File: src/rtl/reg_trigger_sequencer_pkg.sv
// ============================================================================
// reg_trigger_sequencer_pkg
// Shared register addresses, layout constants and FSM encoding.
// Revision: 1.0
// ============================================================================
`default_nettype none

package reg_trigger_sequencer_pkg;

    localparam int c_addr_cfg      = 52;
    localparam int c_addr_stage    = 53;
    localparam int c_addr_status   = 54;

    localparam int c_cfg_bytes     = 4;
    localparam int c_stage_bytes   = 4;
    localparam int c_status_bytes  = 2;

    localparam int c_cfg_en_bit    = 0;
    localparam int c_cfg_rearm_bit = 1;
    localparam int c_cfg_last_lsb  = 4;
    localparam int c_cfg_last_w    = 3;

    typedef enum logic [1:0] {
        ST_IDLE       = 2'd0,
        ST_WAIT_STAGE = 2'd1,
        ST_PULSE      = 2'd2,
        ST_DONE       = 2'd3
    } state_t;

    function automatic logic [7:0] sat_inc8(input logic [7:0] v);
        return (v == 8'hFF) ? v : v + 8'd1;
    endfunction

endpackage

`default_nettype wire

File: src/rtl/reg_trigger_sequencer_sync.sv
// ============================================================================
// trigseq_sync
// Two-flop synchroniser on the target IO lines plus masked stage comparator.
// Revision: 1.0
// ============================================================================
`default_nettype none

module trigseq_sync #(
    parameter int NUM_IO = 4
) (
    input  logic              clk,
    input  logic              rst,
    input  logic [NUM_IO-1:0] i_trig,
    input  logic [NUM_IO-1:0] i_mask,
    input  logic [NUM_IO-1:0] i_value,
    output logic              o_cond
);

    logic [NUM_IO-1:0] r_meta;
    logic [NUM_IO-1:0] r_sync;

    always_ff @(posedge clk) begin
        if (rst) begin
            r_meta <= '0;
            r_sync <= '0;
        end else begin
            r_meta <= i_trig;
            r_sync <= r_meta;
        end
    end

    // A zero mask compares no bits, so the stage condition is constantly true.
    assign o_cond = ((r_sync ^ i_value) & i_mask) == '0;

endmodule

`default_nettype wire

File: src/rtl/reg_trigger_sequencer.sv
// ============================================================================
// reg_trigger_sequencer
// Multi-stage masked-pattern trigger on the 8-bit register bus.
// Revision: 1.0
// ============================================================================
`default_nettype none

module reg_trigger_sequencer
    import reg_trigger_sequencer_pkg::*;
#(
    parameter int NUM_IO      = 4,
    parameter int NUM_STAGES  = 4,
    parameter int CNT_WIDTH   = 16,
    parameter int ADDR_CFG    = c_addr_cfg,
    parameter int ADDR_STAGE  = c_addr_stage,
    parameter int ADDR_STATUS = c_addr_status
) (
    input  logic              clk,
    input  logic              reset_i,
    input  logic [5:0]        reg_address,
    input  logic [15:0]       reg_bytecnt,
    input  logic [7:0]        reg_datai,
    output logic [7:0]        reg_datao,
    input  logic [15:0]       reg_size,
    input  logic              reg_read,
    input  logic              reg_write,
    input  logic              reg_addrvalid,
    input  logic [5:0]        reg_hypaddress,
    output logic [15:0]       reg_hyplen,
    input  logic [NUM_IO-1:0] trig_in,
    output logic              trig_out,
    output logic              armed_o
);

    localparam int         c_tbl_bytes = NUM_STAGES * c_stage_bytes;
    localparam int         c_sidx_w    = (NUM_STAGES > 1) ? $clog2(NUM_STAGES) : 1;
    localparam logic [2:0] c_max_stage = 3'(NUM_STAGES - 1);

    logic [7:0]           r_cfg_ctrl;
    logic [7:0]           r_cfg_width;
    logic [7:0]           r_mask   [NUM_STAGES];
    logic [7:0]           r_value  [NUM_STAGES];
    logic [7:0]           r_win_lo [NUM_STAGES];
    logic [7:0]           r_win_hi [NUM_STAGES];

    state_t               r_state,      w_state_nxt;
    logic [2:0]           r_stage,      w_stage_nxt;
    logic [CNT_WIDTH-1:0] r_timer,      w_timer_nxt;
    logic                 r_seen_false, w_seen_nxt;
    logic [7:0]           r_pulse_cnt,  w_pulse_cnt_nxt;
    logic                 r_trig,       w_trig_nxt;
    logic                 r_sticky;
    logic [7:0]           r_abort_cnt;
    logic                 w_sticky_set;
    logic                 w_abort_inc;

    logic                 w_wr, w_rd;
    logic                 w_hit_cfg, w_hit_stage, w_hit_status;
    logic                 w_cfg_wr0, w_arm_req, w_disarm_req, w_status_wr;
    logic                 w_tbl_in_range;
    logic [c_sidx_w-1:0]  w_tbl_sel;
    logic [1:0]           w_tbl_field;
    logic [c_sidx_w-1:0]  w_cur;
    logic [15:0]          w_window;
    logic [2:0]           w_last_raw, w_last;
    logic [7:0]           w_width;
    logic                 w_rearm;
    logic                 w_cond;
    logic [7:0]           w_rdata;
    logic [15:0]          w_hyplen;
    logic                 w_unused_size;

    assign w_wr         = reg_write & reg_addrvalid;
    assign w_rd         = reg_read & reg_addrvalid;
    assign w_hit_cfg    = (reg_address == 6'(ADDR_CFG));
    assign w_hit_stage  = (reg_address == 6'(ADDR_STAGE));
    assign w_hit_status = (reg_address == 6'(ADDR_STATUS));

    assign w_cfg_wr0    = w_wr & w_hit_cfg & (reg_bytecnt == 16'd0);
    assign w_arm_req    = w_cfg_wr0 &  reg_datai[c_cfg_en_bit];
    assign w_disarm_req = w_cfg_wr0 & ~reg_datai[c_cfg_en_bit];
    assign w_status_wr  = w_wr & w_hit_status;

    assign w_tbl_in_range = (reg_bytecnt < 16'(c_tbl_bytes));
    assign w_tbl_sel      = reg_bytecnt[c_sidx_w+1:2];
    assign w_tbl_field    = reg_bytecnt[1:0];

    assign w_cur      = r_stage[c_sidx_w-1:0];
    assign w_window   = {r_win_hi[w_cur], r_win_lo[w_cur]};
    assign w_last_raw = r_cfg_ctrl[c_cfg_last_lsb +: c_cfg_last_w];
    assign w_last     = (w_last_raw > c_max_stage) ? c_max_stage : w_last_raw;
    assign w_width    = (r_cfg_width == 8'd0) ? 8'd1 : r_cfg_width;
    assign w_rearm    = r_cfg_ctrl[c_cfg_rearm_bit];

    assign w_unused_size = ^reg_size;

    trigseq_sync #(
        .NUM_IO (NUM_IO)
    ) u_sync (
        .clk     (clk),
        .rst     (reset_i),
        .i_trig  (trig_in),
        .i_mask  (r_mask[w_cur][NUM_IO-1:0]),
        .i_value (r_value[w_cur][NUM_IO-1:0]),
        .o_cond  (w_cond)
    );

    // Register file: stage table writes land immediately, even while armed.
    always_ff @(posedge clk) begin
        if (reset_i) begin
            r_cfg_ctrl  <= '0;
            r_cfg_width <= '0;
            for (int s = 0; s < NUM_STAGES; s++) begin
                r_mask[s]   <= '0;
                r_value[s]  <= '0;
                r_win_lo[s] <= '0;
                r_win_hi[s] <= '0;
            end
        end else if (w_wr) begin
            if (w_hit_cfg) begin
                if (reg_bytecnt == 16'd0) r_cfg_ctrl  <= reg_datai;
                if (reg_bytecnt == 16'd1) r_cfg_width <= reg_datai;
            end
            if (w_hit_stage && w_tbl_in_range) begin
                case (w_tbl_field)
                    2'd0:    r_mask[w_tbl_sel]   <= reg_datai;
                    2'd1:    r_value[w_tbl_sel]  <= reg_datai;
                    2'd2:    r_win_lo[w_tbl_sel] <= reg_datai;
                    default: r_win_hi[w_tbl_sel] <= reg_datai;
                endcase
            end
        end
    end

    always_ff @(posedge clk) begin
        if (reset_i) begin
            r_sticky    <= 1'b0;
            r_abort_cnt <= '0;
        end else if (w_status_wr) begin
            r_sticky    <= 1'b0;
            r_abort_cnt <= '0;
        end else begin
            if (w_sticky_set) r_sticky    <= 1'b1;
            if (w_abort_inc)  r_abort_cnt <= sat_inc8(r_abort_cnt);
        end
    end

    always_ff @(posedge clk) begin
        if (reset_i) begin
            r_state      <= ST_IDLE;
            r_stage      <= '0;
            r_timer      <= '0;
            r_seen_false <= 1'b0;
            r_pulse_cnt  <= '0;
            r_trig       <= 1'b0;
        end else begin
            r_state      <= w_state_nxt;
            r_stage      <= w_stage_nxt;
            r_timer      <= w_timer_nxt;
            r_seen_false <= w_seen_nxt;
            r_pulse_cnt  <= w_pulse_cnt_nxt;
            r_trig       <= w_trig_nxt;
        end
    end

    always_comb begin
        w_state_nxt     = r_state;
        w_stage_nxt     = r_stage;
        w_timer_nxt     = r_timer;
        w_seen_nxt      = r_seen_false;
        w_pulse_cnt_nxt = r_pulse_cnt;
        w_trig_nxt      = r_trig;
        w_sticky_set    = 1'b0;
        w_abort_inc     = 1'b0;

        case (r_state)
            ST_IDLE, ST_DONE: begin
                if (w_arm_req) begin
                    w_state_nxt = ST_WAIT_STAGE;
                    w_stage_nxt = '0;
                    w_timer_nxt = '0;
                    w_seen_nxt  = 1'b0;
                end
            end
            ST_WAIT_STAGE: begin
                if ((r_stage != 3'd0) && (r_timer != '1))
                    w_timer_nxt = r_timer + 1'b1;
                if (!w_cond)
                    w_seen_nxt = 1'b1;
                // seen_false keeps one held level from satisfying consecutive stages.
                if (w_cond && r_seen_false) begin
                    if (r_stage >= w_last) begin
                        w_state_nxt     = ST_PULSE;
                        w_pulse_cnt_nxt = w_width - 8'd1;
                        w_trig_nxt      = 1'b1;
                        w_sticky_set    = 1'b1;
                    end else begin
                        w_stage_nxt = r_stage + 3'd1;
                        w_timer_nxt = '0;
                        w_seen_nxt  = 1'b0;
                    end
                end else if ((r_stage != 3'd0) && (w_window != 16'd0) &&
                             (r_timer == CNT_WIDTH'(w_window))) begin
                    w_stage_nxt = '0;
                    w_timer_nxt = '0;
                    w_seen_nxt  = 1'b0;
                    w_abort_inc = 1'b1;
                end
            end
            ST_PULSE: begin
                if (r_pulse_cnt == 8'd0) begin
                    w_trig_nxt = 1'b0;
                    if (w_rearm) begin
                        w_state_nxt = ST_WAIT_STAGE;
                        w_stage_nxt = '0;
                        w_timer_nxt = '0;
                        w_seen_nxt  = 1'b0;
                    end else begin
                        w_state_nxt = ST_DONE;
                    end
                end else begin
                    w_pulse_cnt_nxt = r_pulse_cnt - 8'd1;
                end
            end
            default: w_state_nxt = ST_IDLE;
        endcase

        if (w_disarm_req) begin
            w_state_nxt     = ST_IDLE;
            w_stage_nxt     = '0;
            w_timer_nxt     = '0;
            w_seen_nxt      = 1'b0;
            w_pulse_cnt_nxt = '0;
            w_trig_nxt      = 1'b0;
        end
    end

    always_comb begin
        w_rdata = 8'h00;
        if (w_rd) begin
            if (w_hit_cfg) begin
                if (reg_bytecnt == 16'd0) w_rdata = r_cfg_ctrl;
                if (reg_bytecnt == 16'd1) w_rdata = r_cfg_width;
            end else if (w_hit_stage && w_tbl_in_range) begin
                case (w_tbl_field)
                    2'd0:    w_rdata = r_mask[w_tbl_sel];
                    2'd1:    w_rdata = r_value[w_tbl_sel];
                    2'd2:    w_rdata = r_win_lo[w_tbl_sel];
                    default: w_rdata = r_win_hi[w_tbl_sel];
                endcase
            end else if (w_hit_status) begin
                if (reg_bytecnt == 16'd0) w_rdata = {r_sticky, 4'b0000, r_stage};
                if (reg_bytecnt == 16'd1) w_rdata = r_abort_cnt;
            end
        end
    end

    always_comb begin
        w_hyplen = 16'd0;
        if (reg_hypaddress == 6'(ADDR_CFG))    w_hyplen = 16'(c_cfg_bytes);
        if (reg_hypaddress == 6'(ADDR_STAGE))  w_hyplen = 16'(c_tbl_bytes);
        if (reg_hypaddress == 6'(ADDR_STATUS)) w_hyplen = 16'(c_status_bytes);
    end

    assign reg_datao  = w_rdata;
    assign reg_hyplen = w_hyplen;
    assign trig_out   = r_trig;
    assign armed_o    = (r_state == ST_WAIT_STAGE);

endmodule

`default_nettype wire

File: config.mk
export PLATFORM = sky130hd
export DESIGN_NAME = reg_trigger_sequencer
export DESIGN_NICKNAME = d
export VERILOG_FILES = /design/src/rtl/reg_trigger_sequencer_pkg.sv /design/src/rtl/reg_trigger_sequencer_sync.sv /design/src/rtl/reg_trigger_sequencer.sv
export SDC_FILE = /design/constraint.sdc
export NUM_CORES = 1
export LEC_CHECK = 0
export CORE_UTILIZATION = 53
export DETAILED_ROUTE_END_ITERATION = 6
export MAX_ROUTING_LAYER = met4
export PLACE_DENSITY = 0.77
export SYNTH_ARGS = -nofsm -noshare
export SYNTH_HDL_FRONTEND = slang
export SYNTH_SLANG_ARGS = --single-unit
File: constraint.sdc
create_clock -name clk -period 3.4 [get_ports clk]
set_input_delay 0.68 -clock clk [delete_from_list [all_inputs] [get_ports clk]]
set_output_delay 0.68 -clock clk [all_outputs]
set_load 0.05 [all_outputs]
# Yosys cells after proc, flatten, opt, wreduce, memory -nomap -nowiden
# Memory sizes are Yosys's and may differ from the RTL's. A register that Yosys moved wholly into a read port is not among the register bits.
# Cells that the tools add are included.
# W data, S select, Z words.
[word_totals] reg_bits=64 ramBits=128 elab_cells=187 mem_count=4
[mem_list] name="r_mask" depth=4 word_bits=8 read_ports=2 rd_clocked_by_memory_dff=1 wr=4 line_no="reg_trigger_sequencer.sv:41" source="logic [7:0] r_mask [NUM_STAGES];"
[mem_list] name="r_value" depth=4 word_bits=8 read_ports=2 rd_clocked_by_memory_dff=1 wr=4 line_no="reg_trigger_sequencer.sv:42" source="logic [7:0] r_value [NUM_STAGES];"
[mem_list] name="r_win_hi" depth=4 word_bits=8 read_ports=2 rd_clocked_by_memory_dff=1 wr=4 line_no="reg_trigger_sequencer.sv:44" source="logic [7:0] r_win_hi [NUM_STAGES];"
[mem_list] name="r_win_lo" depth=4 word_bits=8 read_ports=2 rd_clocked_by_memory_dff=1 wr=4 line_no="reg_trigger_sequencer.sv:43" source="logic [7:0] r_win_lo [NUM_STAGES];"
[op_classes] add_sub_neg=5 n_lt_le_gt_ge=3 n_eq_ne=23 muxes=99 bitwise=11 n_reduce_logical=30
[ops] cell="$mux W16" n=9
[ops] cell="$mux W8" n=16
[ops] cell="$pmux W16 S3" n=1
[ops] cell="$mux W1" n=42
[ops] cell="$eq A6 B6 Y1 const B" n=6
[ops] cell="$mux W2" n=17
[ops] cell="$reduce_or A8 Y1" n=4
[ops] cell="$mux W3" n=8
[ops] cell="$pmux W8 S3" n=1
[ops] cell="$add A16 B1 Y16 const B" n=1
[ops] cell="$eq A16 B1 Y1 const B" n=1
[ops] cell="$eq A16 B16 Y1" n=1
[ops] cell="$logic_not A16 Y1" n=1
[ops] cell="$logic_not A8 Y1" n=2
[ops] cell="$lt A16 B5 Y1 const B" n=1
[ops] cell="$ne A16 B16 Y1 const B" n=1
[ops] cell="$pmux W8 S2" n=1
[ops] cell="$reduce_bool A16 Y1" n=1
[ops] cell="$sub A8 B1 Y8 const B" n=2
[ops] cell="$reduce_and A4 Y1" n=3
[ops] cell="$pmux W3 S3" n=1
[ops] cell="$reduce_and A3 Y1" n=3
[ops] cell="$add A8 B1 Y8 const B" n=1
[ops] cell="$eq A8 B8 Y1 const B" n=1
[ops] cell="25 further kinds" n=46

# Depth between registers and ports, before layout
# Gate-level depths: netlist of the first run.
[depth] ltp_word=9 ltp_mapped=11

# Cells and area by module
# A second synthesis of the first run with hierarchy kept.
[hier_totals] cells_unflattened=940 hier_area_um2=10618.9
[by_module_without_submodules] module="reg_trigger_sequencer" n_inst=1 cells_per_inst=918 area_per_inst_um2=10349.9
[by_module_without_submodules] module="trigseq_sync" n_inst=1 cells_per_inst=22 area_per_inst_um2=269.0

# Worst setup path after synthesis of the first run
# OpenSTA, ideal clock, no wires.
[synth_path] kind="input -> output" startpoint="input port reg_bytecnt[2]" endpoint="output port reg_datao[0]" arrival_ns=3.401 required_time_ns=2.720 slack_ns=-0.681 stages=6 path_cell_list="buf_1 > or2_2 > nor3_1 > clkbuf_1 > a221oi_1 > a211oi_1"
[synth_between] elab_chain_cells=7 elab_cells_between_ends=17
[synth_rtl] element="start: declaration" line_no="reg_trigger_sequencer.sv:21" source="input logic [15:0] reg_bytecnt,"
[synth_rtl] element="branches (longest 5 deep; another with $lt A16 B5 Y1)"
[synth_rtl] element="$mux W8 *" line_no="reg_trigger_sequencer.sv:241" source="if (w_hit_cfg) begin"
[synth_rtl] element="$mux W8 *" line_no="reg_trigger_sequencer.sv:240" source="if (w_rd) begin"
[synth_rtl] element="end: declaration" line_no="reg_trigger_sequencer.sv:23" source="output logic [7:0] reg_datao,"
# Every way passes the cells marked *.

# Worst setup path in the final report of the first run
[layout_path] startpoint="input port reg_bytecnt[2]" endpoint="output port reg_datao[4]"
[layout_between] elab_chain_cells=6 elab_cells_between_ends=16
[layout_rtl] element="branches (longest 4 deep; another with $lt A16 B5 Y1)"
[layout_rtl] element="$mux W8 *" line_no="reg_trigger_sequencer.sv:241"
[layout_rtl] element="$mux W8 *" line_no="reg_trigger_sequencer.sv:240"
# Marked as above.

==> results of run 1 <==
## state kept, by name, summed over array words and instances (netlist names), 16 cells and up, named ones only
signal,cells
r_win_lo,32
r_win_hi,32
r_value,32
r_timer,16
r_mask,32
## per-stage QoR
stage	TNS, ns	instance area (um2)
finish	-0.0255	13100
global route	-0.334	13100
CTS	-0.00205	12900
detailed placement	-5.80	12200
global placement	-2.25	12200
floorplan	0	10700
## worst paths after layout
check	end	slack, ns	from
setup / recovery	reg_datao[4]	-0.03	reg_bytecnt[2]
hold / removal	u_sync.r_sync[3]$_SDFF_PP0_	0.44	u_sync.r_meta[3]$_SDFF_PP0_
setup reg to reg	r_abort_cnt[4]$_SDFFE_PP0P_	0.29	register
hold reg to reg	u_sync.r_sync[3]$_SDFF_PP0_	0.44	u_sync.r_meta[3]$_SDFF_PP0_
## power groups by stage
| stage | clock, mW | sequential [mW] | combinational (mW) |
|---|---|---|---|
| after floorplan | 0 | 2.67 | 0.290 |
| after detailed placement | 0 | 2.69 | 0.498 |
| after global placement | 0 | 2.69 | 0.491 |
| after global routing | 2.21 | 2.65 | 0.557 |
| after CTS | 2.12 | 2.64 | 0.512 |
| final | 2.12 | 2.65 | 0.537 |
## kinds of logic after synthesis
kind of cell | count (synthesis)
AND/OR/NAND/NOR | 412
multiplexers | 77
AO/OA/AOI/OAI | 153
other | 2
buffers and inverters | 82
adder cells (fa/ha/maj) | 11
flip-flops | 194
XOR/XNOR | 47
## synth_stat cells, types with 6 or more instances
master      n  area (um2)
nor3_1     20         100
a31oi_1     6        37.5
buf_2       7        35.0
nand2_1    83         312
ha_1       11         138
o31ai_1     8        60.1
o21ai_0    22         110
dfxtp_1    66        1320
nand3_1    30         150
xnor2_1    13         114
xor2_1     34         298
nor2b_1    11        68.8
buf_4      13        97.6
inv_1      14        52.6
and2_1     10        62.6
nor2_1    151         567
a22oi_1    14         105
edfxtp_1  128        3840
clkbuf_1   40         150
nand4_1    15        93.8
a21oi_1    43         215
nor4_1     17         106
and3_1     34         213
o211ai_1    6        45.0
mux4_2     52        1170
mux2i_1    23         230
## metal layers
metal | vias up | wire length [um] | track usage, %
met5 | - | 0 | -
met4 | 0 | 1370 | 12.7
met3 | 97 | 3130 | 7.50
met2 | 551 | 15700 | 51.7
met1 | 4350 | 11900 | 39.9
li1 | 3887 | - | -
## layout make-up
| type | count | area (um2) |
|---|---|---|
| clock buffer | 17 | 425 |
| sequential | 194 | 5160 |
| timing repair buffer | 155 | 1630 |
| antenna | 1 | 2.50 |
| clock inverter | 15 | 196 |
| inverter | 16 | 60.1 |
| multi-input combinational | 714 | 5300 |
| fill | 1436 | 6420 |
| tap | 265 | 332 |
## timing repair
item                                   CTS  global route
hold buffers                             0             0
endpoints found under the hold margin    0             0
pin swaps                               13            10
setup buffers                            1             6
gates cloned                             2             2
setup endpoints to repair                8             8
gates resized for setup                 19            20
==> results.json, run 1 <==
{
  "run_status": "finished with violations",
  "violations": "setup timing",
  "viasPerCell": 6.45,
  "placed_cells": 1333,
  "synth_top_family_by_area": "simple AND/OR/NAND/NOR gates",
  "setup_ws_ns": -0.0255,
  "setup_violations": 1,
  "placement.io_buffers": 57,
  "die_area_um2": 20500,
  "ys_seq_area_share_pct": 48.8,
  "cp.depth": 8,
  "leakagePower_nw": 4.65,
  "htree_levels": 4,
  "num_rows": 51,
  "peakVddDrop_v": 0.000372,
  "hold_path_depth": 1,
  "maxCapViolCount": 0,
  "final_core_util_pct": 67.1,
  "hold_violations": 0,
  "dp.final_hpwl_um": 22400,
  "nets": 1170,
  "antenna_found_initial": 1,
  "layout_min_cycle_time_ns": 3.43,
  "drtAntennaViolNets": 0,
  "grt_overflow": 0,
  "crit_buf_inv": 4,
  "yosysWarnings": 0,
  "grt_pass1_vias": 8376,
  "power_mw": 5.31,
  "fp.dieW_um": 143,
  "cpPeakStageDelay_ns": 0.56,
  "worstMarginPinSlew_ns": 0.919,
  "root_buffer": "clkbuf_16",
  "drive_gt1_share_pct": 21.3,
  "endpoint_kind": "primary output",
  "path_cells": "buf_6 > clkbuf_16 > mux4_2 > mux4_2 > a21oi_1 > buf_4 > a21oi_4 > buf_12",
  "crit_path_frequent_cell": "mux4_2",
  "numCtsBuffers": 17,
  "stdcell_count": 1377,
  "synthMuxAreaShare_pct": 13.5,
  "wire_per_inst_um": 23.3,
  "final_common_cell": "nor2_1",
  "slew_headroom_pct": 38.7,
  "clockPowerShare_pct": 40.0,
  "arrival_ns": 2.75,
  "comb_power_share_pct": 10.1,
  "drt-total-wl_um": 32100,
  "yosys.area_share.adder_pct": 1.30,
  "async_flop_share_pct": 0,
  "synth_compound_area_share_pct": 9.72,
  "path_clk_slew_ns": 0.08,
  "fin_skew_ns": 0.0180,
  "clock-sinks": 194,
  "synth-xor-area-share_pct": 3.89,
  "rr_worst_depth": 8,
  "synth_simple_gate_area_share_pct": 19.2,
  "synth_seq_cells": 194,
  "net-switching-power_mw": 1.41,
  "syn_avg_cell_area_um2": 10.8,
  "core-area_um2": 19500,
  "dieHeight_um": 143,
  "layout_common_cells": "151 x nor2_1, 128 x edfxtp_1, 83 x nand2_1",
  "dr.pass1.iters": 6,
  "slowest_stage": "mux4_2",
  "crit_family": "multiplexers",
  "grt_pass1_wl_um": 47200,
  "fin_hold_ws_ns": 0.444,
  "pin_count": 87,
  "p_seq_share_pct": 49.9,
  "syn-cell-area_um2": 10600,
  "required_ns": 2.72,
  "drc": 0,
  "synth_edf_count": 128,
  "drtIter0Drc": 910,
  "fin_crit_sh_pct": 101,
  "cp_max_fo": 8,
  "ys.flop_type": "edfxtp_1",
  "slew_viol_final": 0,
  "swShare_pct": 26.6,
  "initial_core_util_pct": 54.2,
  "synthToLayoutAreaGrowth_pct": 23.9,
  "postSynthCellCount": 978,
  "synth_cell_types": 71,
  "fmax_ghz": 0.292,
  "cts_tree": "built",
  "vias": 8885,
  "cp-start-kind": "input pin",
  "holdCritPathClass": "reg -> reg",
  "grtUsageTotal_pct": 32.3,
  "clk_latency_ns": 0.45,
  "crit_type": "in -> out",
  "dp_slack_ns": -0.271,
  "ctsLongestPathBuffers": 2,
  "grt_max_degree": 35,
  "gp_congestion": 0.937,
  "p_int_mw": 3.89,
  "power_density_nw_per_um2": 405
}
Power figures use the tool's default switching activity.
==> inputs of run 2 (changes only) <==
--- a/config.mk
+++ b/config.mk
@@ -6,9 +6,10 @@
 export NUM_CORES = 1
 export LEC_CHECK = 0
 export CORE_UTILIZATION = 53
+export CTS_CLUSTER_DIAMETER = 40
 export DETAILED_ROUTE_END_ITERATION = 6
 export MAX_ROUTING_LAYER = met4
-export PLACE_DENSITY = 0.77
+export PLACE_DENSITY_LB_ADDON = 0.2
 export SYNTH_ARGS = -nofsm -noshare
 export SYNTH_HDL_FRONTEND = slang
 export SYNTH_SLANG_ARGS = --single-unit
==> results.json, run 2 (synthesis results as in run 1) <==
{
  "clk_latency_ns": 0.45,
  "net-switching-power_mw": 1.44,
  "final_common_cell": "nor2_1",
  "path_cells": "buf_4 > buf_4 > mux4_2 > mux4_2 > a22oi_2 > a211oi_4 > buf_12",
  "crit_buf_inv": 3,
  "grt_pass1_wl_um": 46500,
  "grt_overflow": 0,
  "cp-start-kind": "input pin",
  "layout_min_cycle_time_ns": 3.35,
  "arrival_ns": 2.67,
  "drtIter0Drc": 884,
  "grt_pass1_vias": 8146,
  "viasPerCell": 6.30,
  "path_clk_slew_ns": 0.08,
  "required_ns": 2.72,
  "comb_power_share_pct": 9.6,
  "vias": 8609,
  "power_density_nw_per_um2": 417,
  "swShare_pct": 26.5,
  "core-area_um2": 19500,
  "hold_violations": 0,
  "synthToLayoutAreaGrowth_pct": 23.0,
  "dpl_cell_area_um2": 12200,
  "slew_headroom_pct": 40.4,
  "fin_skew_ns": 0.0157,
  "clock-sinks": 194,
  "die_area_um2": 20500,
  "setup_violations": 0,
  "dr_wl_met2_um": 15000,
  "htree_levels": 4,
  "peakVddDrop_v": 0.000473,
  "crit_family": "multiplexers",
  "drtAntennaViolNets": 0,
  "numCtsBuffers": 17,
  "cpPeakStageDelay_ns": 0.56,
  "fin_hold_ws_ns": 0.441,
  "final_cell_area_um2": 13000,
  "fillers": 1497,
  "num_rows": 51,
  "wire_per_inst_um": 22.3,
  "dp.final_hpwl_um": 22100,
  "fmax_ghz": 0.299,
  "endpoint_kind": "primary output",
  "fp.dieW_um": 143,
  "root_buffer": "clkbuf_16",
  "layout_common_cells": "151 x nor2_1, 128 x edfxtp_1, 83 x nand2_1",
  "drt-total-wl_um": 30500,
  "placement.io_buffers": 57,
  "slew_viol_final": 0,
  "power_mw": 5.42,
  "p_int_mw": 3.98,
  "antenna_found_initial": 0,
  "stdcell_count": 1366,
  "grt_max_degree": 45,
  "pin_count": 87,
  "nets": 1160,
  "dr.max_layer_used": "met4",
  "fin_crit_sh_pct": 98.4,
  "drive_gt1_share_pct": 20.6,
  "cp_max_fo": 8,
  "clockPowerShare_pct": 41.7,
  "final_core_util_pct": 66.7,
  "run_status": "finished clean",
  "cts_tree": "built",
  "dieHeight_um": 143,
  "ctsLongestPathBuffers": 2,
  "leakagePower_nw": 4.57,
  "wl_met1_um": 11900,
  "placed_cells": 1328,
  "crit_type": "in -> out",
  "worstMarginPinSlew_ns": 0.893,
  "gp_congestion": 0.981,
  "drc": 0,
  "rsz0062_at_grt": "no",
  "initial_core_util_pct": 54.2,
  "dr.pass1.iters": 6,
  "slowest_stage": "mux4_2",
  "p_seq_share_pct": 48.7,
  "antenna_cells": 0,
  "routed-wl-met3_um": 2470,
  "holdCritPathClass": "reg -> reg",
  "maxCapViolCount": 0,
  "grtUsageTotal_pct": 31.8
}
## run 2: final timing paths
| check | startpoint | end | slack [ns] | depth (start not counted) |
|---|---|---|---|---|
| min reg2reg | u_sync.r_meta[1]$_SDFF_PP0_ | u_sync.r_sync[1]$_SDFF_PP0_ | 0.44 | 1 |
| max | reg_bytecnt[2] | reg_datao[0] | 0.05 | 7 |
| min | u_sync.r_meta[1]$_SDFF_PP0_ | u_sync.r_sync[1]$_SDFF_PP0_ | 0.44 | 1 |
| max reg2reg | register | r_abort_cnt[2]$_SDFFE_PP0P_ | 0.31 | 8 |
## run 2: through the flow
stage	TNS [ns]	worst slack [ns]
floorplan	0	0.0290
global placement	-1.72	-0.164
detailed placement	-5.74	-0.212
CTS	0	0.0139
global route	0	0.0200
finish	0	0.0533
## run 2: layer usage
layer	vias up	GRT usage [%]
li1	3867	-
met1	4201	40.3
met2	450	51.0
met3	91	5.10
met4	0	13.8
met5	-	-
## run 2: cell type report
class | instances | area [um2] | area share (%)
Clock buffer | 17 | 425 | 3.27
Clock inverter | 15 | 236 | 1.82
Inverter | 16 | 60.1 | 0.461
Multi-Input combinational cell | 714 | 5290 | 40.6
Sequential cell | 194 | 5160 | 39.7
Tap cell | 265 | 332 | 2.55
Timing Repair Buffer | 145 | 1510 | 11.6
## run 2: power by group through the flow
stage	Combinational, mW	Sequential, mW	Clock, mW
detailed placement	0.501	2.70	0
global placement	0.496	2.69	0
CTS	0.504	2.64	2.27
finish	0.521	2.64	2.26
global route	0.545	2.65	2.36
floorplan	0.290	2.67	0
## run 2: timing repair
action	4_1_cts	5_1_grt
pin swaps	18	12
resized for setup	18	19
endpoints found under the setup margin	8	8
buffers inserted	2	3
gates cloned	0	1
hold buffers	0	0
==> inputs of run 3 (changes only) <==
==> constraint.sdc (replaced) <==
create_clock -name clk -period 3.4 [get_ports clk]
set_input_delay 0.34 -clock clk [delete_from_list [all_inputs] [get_ports clk]]
set_output_delay 0.34 -clock clk [all_outputs]
set_load 0.05 [all_outputs]
==> results.json, run 3 (synthesis results as in run 1) <==
{
  "grt_pass1_vias": 7772,
  "synthToLayoutAreaGrowth_pct": 16.0,
  "cp_max_fo": 10,
  "r2r_slack_ns": 0.29,
  "viasPerCell": 6.36,
  "drive_gt1_share_pct": 15.4,
  "drc": 0,
  "slew_viol_final": 0,
  "rsz0062_at_grt": "no",
  "required_ns": 3.06,
  "cts_tree": "built",
  "endpoint_kind": "primary output",
  "pin_count": 87,
  "setup_tns_ns": 0,
  "timing.rr.end": "r_abort_cnt[2]$_SDFFE_PP0P_",
  "grt_overflow": 0,
  "post_cts_buffers": 0,
  "vias": 8397,
  "drtIter0Drc": 925,
  "layout_common_cells": "151 x nor2_1, 128 x edfxtp_1, 83 x nand2_1",
  "core-area_um2": 19500,
  "leakagePower_nw": 4.19,
  "dr.pass1.iters": 5,
  "grt_max_degree": 47,
  "crit_type": "in -> out",
  "antenna_cells": 0,
  "post_cts_resized": 0,
  "fin_crit_sh_pct": 93.2,
  "drt-total-wl_um": 29600,
  "fmax_ghz": 0.316,
  "antenna_found_initial": 0,
  "root_buffer": "clkbuf_16",
  "dieHeight_um": 143,
  "maxCapViolCount": 0,
  "run_status": "finished clean",
  "clk_latency_ns": 0.45,
  "endpoint": "reg_datao[1]",
  "grt_pass1_wl_um": 45100,
  "fp.dieW_um": 143,
  "gp_congestion": 0.937,
  "layout_min_cycle_time_ns": 3.17,
  "ctsLongestPathBuffers": 2,
  "worstMarginPinSlew_ns": 0.856,
  "peakVddDrop_v": 0.000330,
  "grtUsageTotal_pct": 31.0,
  "die_area_um2": 20500,
  "placement.io_buffers": 57,
  "clock-sinks": 194,
  "power_density_nw_per_um2": 418,
  "num_rows": 51,
  "dp_slack_ns": 0.129,
  "nets": 1115,
  "slew_headroom_pct": 42.9,
  "final_common_cell": "nor2_1",
  "drtAntennaViolNets": 0,
  "numCtsBuffers": 17,
  "setup_violations": 0,
  "wire_per_inst_um": 22.4,
  "holdCritPathClass": "in -> reg",
  "htree_levels": 4,
  "arrival_ns": 2.83,
  "rr_worst_depth": 8,
  "hold_violations": 0,
  "dp.final_hpwl_um": 21500,
  "cp-start-kind": "input pin",
  "holdBufCountCts": 0,
  "fin_skew_ns": 0.0165,
  "initial_core_util_pct": 54.2,
  "path_clk_slew_ns": 0.08,
  "setup_ws_ns": 0.231,
  "setup.worst_path.start": "reg_bytecnt[9]"
}
## run 3: changes by cell type in the layout (fill, tap and decap cells not counted), moves of 6 or more
cell,before,now
dlygate4sd2_1,6,0
a21oi_1,35,43
buf_4,70,39
clkdlybuf4s50_1,36,47
buf_12,22,12
## run 3: metrics by stage
stage / power, mW / util (%) / hold slack [ns] / instances / instance area, um2
after floorplan: 2.95 / - / 0.414 / 990 / 10600
after global placement: 3.15 / 59.9 / 0.424 / 1289 / 11700
after detailed placement: 3.16 / 59.9 / 0.431 / 1289 / 11700
after CTS: 5.14 / 62.8 / 0.430 / 1321 / 12300
after global routing: 5.26 / 62.8 / 0.441 / 1321 / 12300
final: 5.13 / 62.8 / 0.435 / 1321 / 12300
## run 3: routing by layer
metal  vias to the layer above  global-route usage (%)  wire (um)
met2                       452                    48.7      14400
li1                       3784                       -          -
met4                         0                    11.0        775
met5                         -                       -          0
met3                        61                    4.43       2340
met1                      4100                    41.5      12100
## run 3: how the worst min path moves through the flow
stage | startpoint | to | slack [ns] | depth (start not counted)
3_5_place_dp | u_sync.r_meta[3]$_SDFF_PP0_ | u_sync.r_sync[3]$_SDFF_PP0_ | 0.43 | 1
2_1_floorplan | u_sync.r_meta[0]$_SDFF_PP0_ | u_sync.r_sync[0]$_SDFF_PP0_ | 0.41 | 1
6_report | trig_in[0] | u_sync.r_meta[0]$_SDFF_PP0_ | 0.43 | 2
3_3_place_gp | u_sync.r_meta[3]$_SDFF_PP0_ | u_sync.r_sync[3]$_SDFF_PP0_ | 0.42 | 1
4_1_cts | trig_in[3] | u_sync.r_meta[3]$_SDFF_PP0_ | 0.43 | 2
5_1_grt | trig_in[2] | u_sync.r_meta[2]$_SDFF_PP0_ | 0.44 | 2
## run 3: layout make-up
| type | count | area, um2 |
|---|---|---|
| Sequential cell | 194 | 5160 |
| Inverter | 16 | 60.1 |
| Clock inverter | 14 | 154 |
| Fill cell | 1580 | 7250 |
| Timing Repair Buffer | 100 | 1010 |
| Tap cell | 265 | 332 |
| Multi-Input combinational cell | 714 | 5120 |
| Clock buffer | 18 | 429 |
## run 3: power by group
group / internal (mW) / switching (mW)
clock: 0.990 / 1.03
sequential: 2.59 / 0.0560
combinational: 0.195 / 0.274
total: 3.77 / 1.36
## run 3: critical path, stage by stage
cell and delay, ns:
clkdlybuf4s50_1 0.40, nor4_1 0.47, nand3_1 0.32, nor3_2 0.28, buf_4 0.21, nand2_1 0.07, o21ai_0 0.12, a22oi_1 0.11
a211oi_2 0.32, buf_12 0.18
